**config.mk**
```make
export PLATFORM = sky130hd
export DESIGN_NAME = key_spi_tx_flat
export DESIGN_NICKNAME = d
export VERILOG_FILES = /design/src/rtl/key_spi_tx_if.sv /design/src/rtl/key_spi_tx.sv /design/src/flat_wrapper.sv
export SDC_FILE = /design/constraint.sdc
export NUM_CORES = 1
export LEC_CHECK = 0
export ABC_AREA = 1
export BUFFER_PORTS_ARGS = -buffer_cell sky130_fd_sc_hd__buf_2
export CORE_MARGIN = 10
export CORE_UTILIZATION = 44
export CTS_BUF_LIST = sky130_fd_sc_hd__clkbuf_4
export CTS_CLUSTER_SIZE = 12
export DETAILED_ROUTE_END_ITERATION = 12
export REMOVE_ABC_BUFFERS = 1
export SYNTH_ARGS = -nofsm -noshare
export SYNTH_HDL_FRONTEND = slang
export SYNTH_SLANG_ARGS = --single-unit
export TNS_END_PERCENT = 5
```
**constraint.sdc**
```tcl
create_clock -name clk -period 4.2 [get_ports clk]
set_input_delay 0.21 -clock clk [delete_from_list [all_inputs] [get_ports clk]]
set_output_delay 0.21 -clock clk [all_outputs]
set_load 0.02 [all_outputs]
```
**src/rtl/key_spi_tx_if.sv**
```systemverilog
// Keypad-to-SPI transmitter bus: capture/start strobes from the keypad FSM and
// the SPI mode-0 output pins plus status pulses.
interface key_spi_tx_if #(
  parameter int DATA_W = 8
);
  logic              latch_en;
  logic              data_ready;
  logic [DATA_W-1:0] din;
  logic              sclk;
  logic              mosi;
  logic              cs_n;
  logic              busy;
  logic              done;
  logic              overrun;

  // Strobes are single-cycle requests with no ready back-pressure: a
  // data_ready seen while busy is dropped and reported on overrun instead.
  modport master (
    output latch_en, data_ready, din,
    input  sclk, mosi, cs_n, busy, done, overrun
  );

  modport slave (
    input  latch_en, data_ready, din,
    output sclk, mosi, cs_n, busy, done, overrun
  );
endinterface

```
**src/rtl/key_spi_tx.sv**
```systemverilog
// Serialises a latched key code over SPI mode 0, MSB first, with every output
// registered and a one-cycle done pulse at the end of each transfer.
module key_spi_tx #(
  parameter int DATA_W  = 8,
  parameter int CLK_DIV = 4
) (
  input  logic       clk,
  input  logic       rst,
  key_spi_tx_if.slave bus,
  output logic [1:0] state_dbg
);

  typedef enum logic [1:0] {
    IDLE     = 2'd0,
    SETUP    = 2'd1,
    SHIFT_HI = 2'd2,
    SHIFT_LO = 2'd3
  } state_t;

  localparam int CNT_W = (CLK_DIV > 1) ? $clog2(CLK_DIV) : 1;
  localparam int BIT_W = $clog2(DATA_W + 1);

  state_t            state, state_nxt;
  logic [CNT_W-1:0]  div_cnt, div_cnt_nxt;
  logic [BIT_W-1:0]  bit_cnt, bit_cnt_nxt;
  logic [DATA_W-1:0] hold, hold_nxt;
  logic [DATA_W-1:0] shreg, shreg_nxt;
  logic              sclk_q, sclk_nxt;
  logic              mosi_q, mosi_nxt;
  logic              cs_n_q, cs_n_nxt;
  logic              busy_q, busy_nxt;
  logic              done_q, done_nxt;
  logic              overrun_q, overrun_nxt;
  logic              div_last;
  logic              bit_last;

  assign div_last = (div_cnt == CNT_W'(CLK_DIV - 1));
  // bit_cnt counts sclk rises, so it reaches DATA_W during the last bit.
  assign bit_last = (bit_cnt == BIT_W'(DATA_W));

  always_comb begin
    state_nxt   = state;
    div_cnt_nxt = div_cnt;
    bit_cnt_nxt = bit_cnt;
    hold_nxt    = hold;
    shreg_nxt   = shreg;
    sclk_nxt    = 1'b0;
    mosi_nxt    = mosi_q;
    cs_n_nxt    = cs_n_q;
    done_nxt    = 1'b0;
    overrun_nxt = 1'b0;

    if (state != IDLE) begin
      div_cnt_nxt = div_last ? '0 : div_cnt + 1'b1;
    end

    unique case (state)
      IDLE: begin
        if (bus.latch_en) hold_nxt = bus.din;
        if (bus.data_ready) begin
          state_nxt   = SETUP;
          cs_n_nxt    = 1'b0;
          // A same-cycle latch bypasses the hold register.
          shreg_nxt   = bus.latch_en ? bus.din : hold;
          mosi_nxt    = shreg_nxt[DATA_W-1];
          div_cnt_nxt = '0;
          bit_cnt_nxt = '0;
        end
      end
      SETUP: begin
        if (div_last) begin
          state_nxt   = SHIFT_HI;
          sclk_nxt    = 1'b1;
          bit_cnt_nxt = bit_cnt + 1'b1;
        end
      end
      SHIFT_HI: begin
        sclk_nxt = 1'b1;
        if (div_last) begin
          state_nxt = SHIFT_LO;
          sclk_nxt  = 1'b0;
          if (!bit_last) begin
            shreg_nxt = {shreg[DATA_W-2:0], 1'b0};
            mosi_nxt  = shreg[DATA_W-2];
          end
        end
      end
      SHIFT_LO: begin
        if (div_last) begin
          if (bit_last) begin
            state_nxt   = IDLE;
            cs_n_nxt    = 1'b1;
            mosi_nxt    = 1'b0;
            done_nxt    = 1'b1;
            bit_cnt_nxt = '0;
          end else begin
            state_nxt   = SHIFT_HI;
            sclk_nxt    = 1'b1;
            bit_cnt_nxt = bit_cnt + 1'b1;
          end
        end
      end
    endcase

    if (state != IDLE && bus.data_ready) overrun_nxt = 1'b1;
    busy_nxt = (state_nxt != IDLE);
  end

  always_ff @(posedge clk or posedge rst) begin
    if (rst) begin
      state     <= IDLE;
      div_cnt   <= '0;
      bit_cnt   <= '0;
      hold      <= '0;
      shreg     <= '0;
      sclk_q    <= 1'b0;
      mosi_q    <= 1'b0;
      cs_n_q    <= 1'b1;
      busy_q    <= 1'b0;
      done_q    <= 1'b0;
      overrun_q <= 1'b0;
    end else begin
      state     <= state_nxt;
      div_cnt   <= div_cnt_nxt;
      bit_cnt   <= bit_cnt_nxt;
      hold      <= hold_nxt;
      shreg     <= shreg_nxt;
      sclk_q    <= sclk_nxt;
      mosi_q    <= mosi_nxt;
      cs_n_q    <= cs_n_nxt;
      busy_q    <= busy_nxt;
      done_q    <= done_nxt;
      overrun_q <= overrun_nxt;
    end
  end

  assign bus.sclk    = sclk_q;
  assign bus.mosi    = mosi_q;
  assign bus.cs_n    = cs_n_q;
  assign bus.busy    = busy_q;
  assign bus.done    = done_q;
  assign bus.overrun = overrun_q;
  assign state_dbg   = state;

endmodule

```
**src/flat_wrapper.sv**
```systemverilog
// flat-port wrapper written by rule: the top's interface ports become plain ports
module key_spi_tx_flat 
#(
  parameter int DATA_W  = 8,
  parameter int CLK_DIV = 4
)
  (clk, rst, state_dbg, bus_latch_en, bus_data_ready, bus_din, bus_sclk, bus_mosi, bus_cs_n, bus_busy, bus_done, bus_overrun);
  key_spi_tx_if #(.DATA_W(DATA_W)) bus_i ();
  input  logic clk;
  input  logic rst;
  output logic [1:0] state_dbg;
  input wire logic [$bits(bus_i.latch_en)-1:0] bus_latch_en;
  input wire logic [$bits(bus_i.data_ready)-1:0] bus_data_ready;
  input wire logic [$bits(bus_i.din)-1:0] bus_din;
  output wire logic [$bits(bus_i.sclk)-1:0] bus_sclk;
  output wire logic [$bits(bus_i.mosi)-1:0] bus_mosi;
  output wire logic [$bits(bus_i.cs_n)-1:0] bus_cs_n;
  output wire logic [$bits(bus_i.busy)-1:0] bus_busy;
  output wire logic [$bits(bus_i.done)-1:0] bus_done;
  output wire logic [$bits(bus_i.overrun)-1:0] bus_overrun;
  assign bus_i.latch_en = bus_latch_en;
  assign bus_i.data_ready = bus_data_ready;
  assign bus_i.din = bus_din;
  assign bus_sclk = bus_i.sclk;
  assign bus_mosi = bus_i.mosi;
  assign bus_cs_n = bus_i.cs_n;
  assign bus_busy = bus_i.busy;
  assign bus_done = bus_i.done;
  assign bus_overrun = bus_i.overrun;
  key_spi_tx #(.DATA_W(DATA_W), .CLK_DIV(CLK_DIV)) u_core (.clk(clk), .rst(rst), .bus(bus_i), .state_dbg(state_dbg));
endmodule
```
Word level (Yosys, flattened, before mapping):

Cells that the tools add are included.

* bits in registers: 29
* output and inout port bits: 8

* add/subtract/negate cells: 2
* eq/ne operators: 11
* multiplexer cells: 39
* reduce and logical (&&, ||, !) cells: 12

Operators by type and width (number)
* 7-bit 2-to-1 mux: 3
* 2-bit 2-to-1 mux: 9
* 1-bit 2-to-1 mux: 16
* 4-bit 2-to-1 mux: 4
* 7-bit case mux with 2 select lines: 1
* 4-bit case mux with 3 select lines: 1
* 4-bit AND reduction: 3
* 8-bit 2-to-1 mux: 1
* 2-bit by 1-bit inequality test with 1-bit output, second input constant: 4
* 2-bit case mux with 4 select lines: 1
* 2-bit nonzero test: 4
* 2-bit equality test, second input constant: 3
* 1-bit case mux with 3 select lines: 2
* 6-bit AND reduction: 1
* 3-bit nonzero test: 2
* 4-bit by 1-bit adder with 4-bit output, second input constant: 1
* 4-bit equality test, second input constant: 1
* 2-bit inequality test, second input constant: 2
* 2-bit by 1-bit adder with 2-bit output, second input constant: 1
* 2-bit by 1-bit equality test with 1-bit output, second input constant: 1
* 2-bit zero test: 1
* 1-bit case mux with 2 select lines: 1
* 1-bit logical AND: 1

Logic depth before layout (Yosys ltp):

Gate-level depths: netlist (run 1).

* depth after elaboration: 5
* depth in mapped cells: 9
* gate-level depth less buffers: 9

Worst setup path before layout (run 1):

OpenSTA, ideal clock, no wires.

* path kind: flip-flop to flip-flop
* start: register u_core.bit_cnt[0]
* end: register u_core.mosi_q (netlist: u_core.bus.mosi)
* setup time: 0.117 ns
* arrival time: 1.255 ns
* data required time: 4.083 ns
* slack: 2.828 ns
* stages on the path, launching flop included: 10
* clock period less this slack: 1.372 ns
* path through: dfrtp_1 inv_1 ha_1 nand3_1 nand2_1 nand2_2 nor2_1 nand2_1 nand2_1 nand2_1

* cells in the longest elaborated chain, start to end: 3

Ends and longest elaborated chain
* from (decl): RTL line key_spi_tx.sv:25 `logic [BIT_W-1:0] bit_cnt, bit_cnt_nxt;`
* from (signal assigned): RTL line key_spi_tx.sv:125 `bit_cnt <= bit_cnt_nxt;`
* 4-bit equality test *: RTL line key_spi_tx.sv:39 `assign bit_last = (bit_cnt == BIT_W'(DATA_W));`
* 2-bit by 1-bit inequality test with 1-bit output (no source line) or 2-bit inequality test (tied branches)
* 6-bit AND reduction (no source line) *
* to (signal assigned): RTL line key_spi_tx.sv:129 `mosi_q <= mosi_nxt;`
* to (decl): RTL line key_spi_tx.sv:29 `logic mosi_q, mosi_nxt;`

Every way passes the cells marked *; elsewhere a longest branch is shown, timed or not.
A chain may end at the register's enable or synchronous reset.

Worst setup path in the final report (run 1):

Same ends and word-level chain as after synthesis.

==> results.json, run 1 <==
{
  "status": "finished clean",
  "yosys_warnings": 0,
  "power.leakage_nw": 0.889,
  "grt_overflow": 0,
  "synth_edf_count": 0,
  "antenna_left": 0,
  "nNetsFinal": 226,
  "io_pins": 20,
  "clockBufferDepth": 2,
  "slew_headroom_pct": 27.2,
  "post-route-min-period_ns": 1.51,
  "vias": 1200,
  "yosys.area.top_type": "dfrtp_1",
  "wl_per_cell_microns": 11.5,
  "worstMarginPinSlew_ns": 1.09,
  "wl_met1_microns": 1290,
  "grtUsageTotal_pct": 10.8,
  "cts.sinks": 29,
  "fp.dieH_microns": 78.1,
  "via_per_inst": 4.69,
  "setup_viol": 0,
  "criticalPathCategory": "flop to flop",
  "grt_start_max_net_pins": 30,
  "hpwl_microns": 2260,
  "n_fill_cell": 351,
  "fin_crit_sh_pct": 36.0,
  "clkTransAtPathRegs_ns": 0.09,
  "synth-seq-cells": 29,
  "cts_setup_buffers": 0,
  "wl_met2_microns": 1450,
  "synthToLayoutAreaGrowth_pct": 12.1,
  "worstSetupStartpointType": "flop",
  "finalClockSkew_ns": 0.0113,
  "slew_viol_final": 0,
  "dieArea_sq_um": 6110,
  "routabilityCongestion": 0.911,
  "cts_resized": 0,
  "ctsHoldBuffers": 0,
  "p_per_area_nw_per_um2": 712,
  "tns_ns": 0,
  "final_cell_count_no_fill": 256,
  "cts_root_buf": "clkbuf_4",
  "grt_setup_unrepaired": "false",
  "synth_cells": 187,
  "die_w_microns": 78.1,
  "crit_path_end_kind": "flop",
  "drt_iter0_drc": 56,
  "synth_top_area_share_pct": 47.1,
  "hp-class": "input pin to asynchronous set/reset pin",
  "cts_tree": "built",
  "finalWirelength_microns": 2950,
  "grt_pass1_wl_microns": 5350,
  "cts_max_level": 2,
  "fmaxAchievable_mhz": 661,
  "first_pass_iters": 4,
  "diodes": 0,
  "grt_pass1_vias": 1233,
  "regArea_sq_um": 727,
  "vdd_drop_max_mv": 0.264,
  "placed_cells": 249,
  "ys_seq_area_share_pct": 48.9,
  "cp.arrival_ns": 1.74,
  "clock_latency_ns": 0.32,
  "postSynthAreaPerCell_sq_um": 7.96,
  "synth_area_leaders": "dfrtp_1 47%, nand2_1 17%, o21ai_0 6.1%, inv_1 5.0%, ha_1 3.4%",
  "top_layer_used": "met4",
  "hold_violations": 0,
  "ys_types": 22,
  "syn_area_sq_um": 1490,
  "ys_top_cells_by_count": "68 x nand2_1, 28 x dfrtp_1, 20 x inv_1, 18 x o21ai_0, 11 x nor2_1",
  "floorplan.initialDensity_pct": 44.9,
  "drive_above_1_share_pct": 18.6,
  "port_buffers": 19,
  "cap_viol_max_count": 0,
  "critPathRequiredTime_ns": 4.42,
  "multi_input_area_sq_um": 647,
  "met3WireLength_microns": 151,
  "synthFlopType": "dfrtp_1",
  "numCtsBuffers": 5,
  "antenna_found_initial": 0,
  "core_sq_um": 3310,
  "critPathMaxFanout": 5,
  "synth.most_common_cell": "nand2_1",
  "drc": 0,
  "async_flop_share_pct": 100,
  "rows": 21
}
## final timing paths
kind	from	to	slack, ns	cells past startpoint
max	u_core.bit_cnt[0]$_DFFE_PP0P_	u_core.bus.mosi$_DFFE_PP0P_	2.69	9
min	rst	u_core.hold[2]$_DFFE_PP0P_	0.15	2
max reg2reg	u_core.bit_cnt[0]$_DFFE_PP0P_	u_core.bus.mosi$_DFFE_PP0P_	2.69	9
min reg2reg	u_core.bus.mosi$_DFFE_PP0P_	u_core.bus.mosi$_DFFE_PP0P_	0.49	2
max in group asynchronous	rst	u_core.state_dbg[1]$_DFF_PP0_	3.39	2
min in group clk	bus_data_ready	u_core.bus.cs_n$_DFFE_PP1P_	0.19	4
## cell type report
cell class | count | share of cell area (%)
well taps | 46 | 3.45
multi-input cells | 131 | 38.8
flip-flops and latches | 29 | 43.6
clock inverters | 1 | 0.225
clock buffers | 6 | 2.70
repair buffers | 19 | 5.70
inverters | 24 | 5.55
## critical path, stage by stage, from the launching register on
cell	delay (ns)
dfrtp_1	0.40
inv_1	0.10
ha_1	0.15
nand3_1	0.19
nand2_1	0.18
nand2_2	0.10
nor2_1	0.13
nand2_1	0.06
nand2_1	0.05
nand2_1	0.04
## power by group
group | internal, mW | switching (mW) | leakage (nW)
sequential | 0.399 | 0.0806 | 0.357
combinational | 0.182 | 0.368 | 0.502
clock | 0.0671 | 0.0921 | 0.0292
## registers in the layout (all words and copies together), names as in the netlist
register            cells
u_core.bus.done         1
u_core.bus.mosi         1
u_core.bus.sclk         1
u_core.hold             8
u_core.div_cnt          2
u_core.bus.busy         1
u_core.shreg            7
u_core.state_dbg        2
u_core.bus.cs_n         1
u_core.bit_cnt          4
u_core.bus.overrun      1
## per-layer routing
layer	vias up	GRT usage, %
met5	-	0
met4	0	4.30
met3	6	4.67
met2	24	18.8
met1	546	11.2
li1	624	-
## kinds of logic after synthesis
| group | synth area share (%) |
|---|---|
| fa+ha+maj | 3.36 |
| buf+inv | 7.65 |
| mux | 0.673 |
| simple gates | 27.0 |
| xor+xnor | 1.18 |
| compound gates | 11.3 |
| flops | 48.9 |
## cells in the final DEF (no fill, tap or decap), drive strengths merged
| cell type | count |
|---|---|
| clkbuf | 6 |
| dfstp | 1 |
| clkinv | 1 |
| a21oi | 2 |
| nor2 | 13 |
| inv | 24 |
| dfrtp | 28 |
| ha | 4 |
| xor2 | 1 |
| o21ai | 27 |
| nand4 | 1 |
| mux2i | 1 |
| buf | 19 |
| xnor2 | 1 |
| nand3 | 8 |
| nand2 | 73 |
## metrics by stage
step | power (mW) | worst slack, ns | hold slack, ns | instance area, sq um | util [%]
2_1_floorplan | 0.902 | 2.83 | 0.287 | 1470 | -
3_3_place_gp | 1.02 | 2.73 | 0.463 | 1620 | 48.9
3_5_place_dp | 1.04 | 2.69 | 0.466 | 1620 | 48.9
4_1_cts | 1.20 | 2.68 | 0.165 | 1670 | 50.4
5_1_grt | 1.32 | 2.51 | 0.207 | 1670 | 50.4
6_report | 1.19 | 2.69 | 0.146 | 1670 | 50.4
(Power assumes the default switching activity.)
==> run 2: changes to the inputs <==
==> constraint.sdc (replaced) <==
create_clock -name clk -period 1.6 [get_ports clk]
set_input_delay 0.08 -clock clk [delete_from_list [all_inputs] [get_ports clk]]
set_output_delay 0.08 -clock clk [all_outputs]
set_load 0.02 [all_outputs]
==> results.json, run 2 (synthesis gave the netlist of run 1 again) <==
{
  "post-route-min-period_ns": 1.44,
  "fin_util_pct": 51.5,
  "r2r_cells": 7,
  "core_sq_um": 3310,
  "synthToLayoutAreaGrowth_pct": 14.5,
  "diodes": 0,
  "hp-start": "bus_data_ready",
  "slew_viol_final": 0,
  "finalWirelength_microns": 2890,
  "fin_ws_ns": 0.157,
  "power.leakage_nw": 0.906,
  "nNetsFinal": 228,
  "hp-class": "input pin to flop",
  "cts_root_buf": "clkbuf_4",
  "clkTransAtPathRegs_ns": 0.08,
  "worstSetupStartpointType": "flop",
  "grtUsageTotal_pct": 10.3,
  "p_per_area_nw_per_um2": 1860,
  "antenna_found_initial": 0,
  "hpwl_microns": 2210,
  "vias": 1225,
  "grt_start_max_net_pins": 30,
  "fin_hold_ws_ns": 0.0520,
  "power.total_mw": 3.17,
  "clock_latency_ns": 0.31,
  "io_pins": 20,
  "cts.sinks": 29,
  "dieArea_sq_um": 6110,
  "layout_common_cells": "67 x nand2_1, 28 x dfrtp_1, 20 x inv_1, 19 x buf_2, 18 x o21ai_0",
  "crit_path_end_kind": "flop",
  "top_regs": "u_core.hold x8, u_core.shreg x7, u_core.bit_cnt x4",
  "final_cell_count_no_fill": 259,
  "port_buffers": 19,
  "routabilityCongestion": 0.914,
  "met1_usage_pct": 10.6,
  "vdd_drop_max_mv": 0.748,
  "hold_violations": 0,
  "fmaxAchievable_mhz": 693,
  "crit_cells": 7,
  "criticalPathCategory": "flop to flop",
  "status": "finished clean",
  "grt_overflow": 0,
  "use_met2_pct": 18.3,
  "crit_family": "flip-flops",
  "globalRouteMet3Util_pct": 4.44,
  "slowest_delay_ns": 0.40,
  "wl_per_cell_microns": 11.2,
  "min_delay_path_depth": 4,
  "drt_iter0_drc": 43,
  "worstMarginPinSlew_ns": 0.361,
  "startpoint": "u_core.bit_cnt[0]$_DFFE_PP0P_",
  "fin_crit_sh_pct": 90.2,
  "drive_above_1_share_pct": 20.7,
  "crit_slowest_cell": "dfrtp_1",
  "cap_viol_max_count": 0,
  "placed_cells": 250,
  "grt_setup_unrepaired": "false",
  "tns_ns": 0,
  "numCtsBuffers": 5,
  "floorplan.initialDensity_pct": 44.9,
  "drc": 0,
  "cts_tree": "built",
  "final_common_cell": "nand2_1",
  "rows": 21,
  "cts_max_level": 2,
  "grt_pass1_vias": 1229,
  "largest_register_ffs": 8,
  "path_buf_inv": 2,
  "slew_headroom_pct": 75.9,
  "antenna_left": 0,
  "top_register": "u_core.hold",
  "design_area_sq_um": 1700,
  "first_pass_iters": 5,
  "grt_pass1_wl_microns": 5170,
  "cp_cell_sequence": "inv_1 -> ha_1 -> nand3_2 -> o21ai_4 -> inv_4 -> nand2_1 -> nand2_1",
  "setup_viol": 0,
  "critPathRequiredTime_ns": 1.81,
  "placed_area_sq_um": 1630,
  "critPathMaxFanout": 8,
  "cpMostUsedCell": "nand2_1",
  "via_per_inst": 4.73,
  "finalClockSkew_ns": 0.00253,
  "cp.arrival_ns": 1.65,
  "fp.dieH_microns": 78.1,
  "clockBufferDepth": 2,
  "reg2reg_from": "u_core.bit_cnt[0]$_DFFE_PP0P_",
  "gr-max-usage-layer": "met2",
  "die_w_microns": 78.1,
  "dp_slack_ns": 0.103
}
run 2: cell count changes in the layout (fill, tap and decap cells not counted), sizes merged:
cell	delta
buf	+1
clkinv	-1
dlygate4sd3	+1
clkbuf	+2
run 2: final timing paths:
path	to	slack (ns)
max in group asynchronous	u_core.bus.cs_n$_DFFE_PP1P_	0.92
worst max register to register	u_core.shreg[3]$_DFFE_PP0P_	0.16
worst min register to register	u_core.bus.mosi$_DFFE_PP0P_	0.48
min in group asynchronous	u_core.hold[2]$_DFFE_PP0P_	0.37
worst min-delay path	u_core.bus.cs_n$_DFFE_PP1P_	0.05
worst max-delay path	u_core.shreg[3]$_DFFE_PP0P_	0.16
run 2: worst reg2reg max path, stage by stage (launching register included):
cell	delay, ns
dfrtp_1	0.40
inv_1	0.10
ha_1	0.17
nand3_2	0.16
o21ai_4	0.31
inv_4	0.09
nand2_1	0.07
nand2_1	0.05
run 2: repair_timing:
| item | CTS | global route |
|---|---|---|
| gates resized for setup | 0 | 2 |
| setup endpoints to repair | 0 | 1 |
| endpoints found under the hold margin | 28 | 0 |
| hold buffers | 1 | 0 |
| buffers inserted | 0 | 0 |
run 2: power breakdown:
| part | leakage (nW) | switching, mW | internal [mW] |
|---|---|---|---|
| sequential | 0.357 | 0.210 | 1.05 |
| combinational | 0.511 | 0.981 | 0.486 |
| clock | 0.0368 | 0.223 | 0.226 |
| total | 0.906 | 1.41 | 1.76 |
run 2: cell type report:
class / count / area [sq um]
inverter: 24 / 92.6
timing repair buffer: 21 / 113
fill: 345 / 1610
multi-input combinational: 131 / 654
tap: 46 / 57.6
sequential: 29 / 727
clock buffer: 8 / 60.1
run 2: layer usage:
layer  vias to the layer above  wire length, microns
li1                        636                     -
met1                       556                  1270
met2                        27                  1450
met3                         6                   146
met4                         0                    33
met5                         -                     0
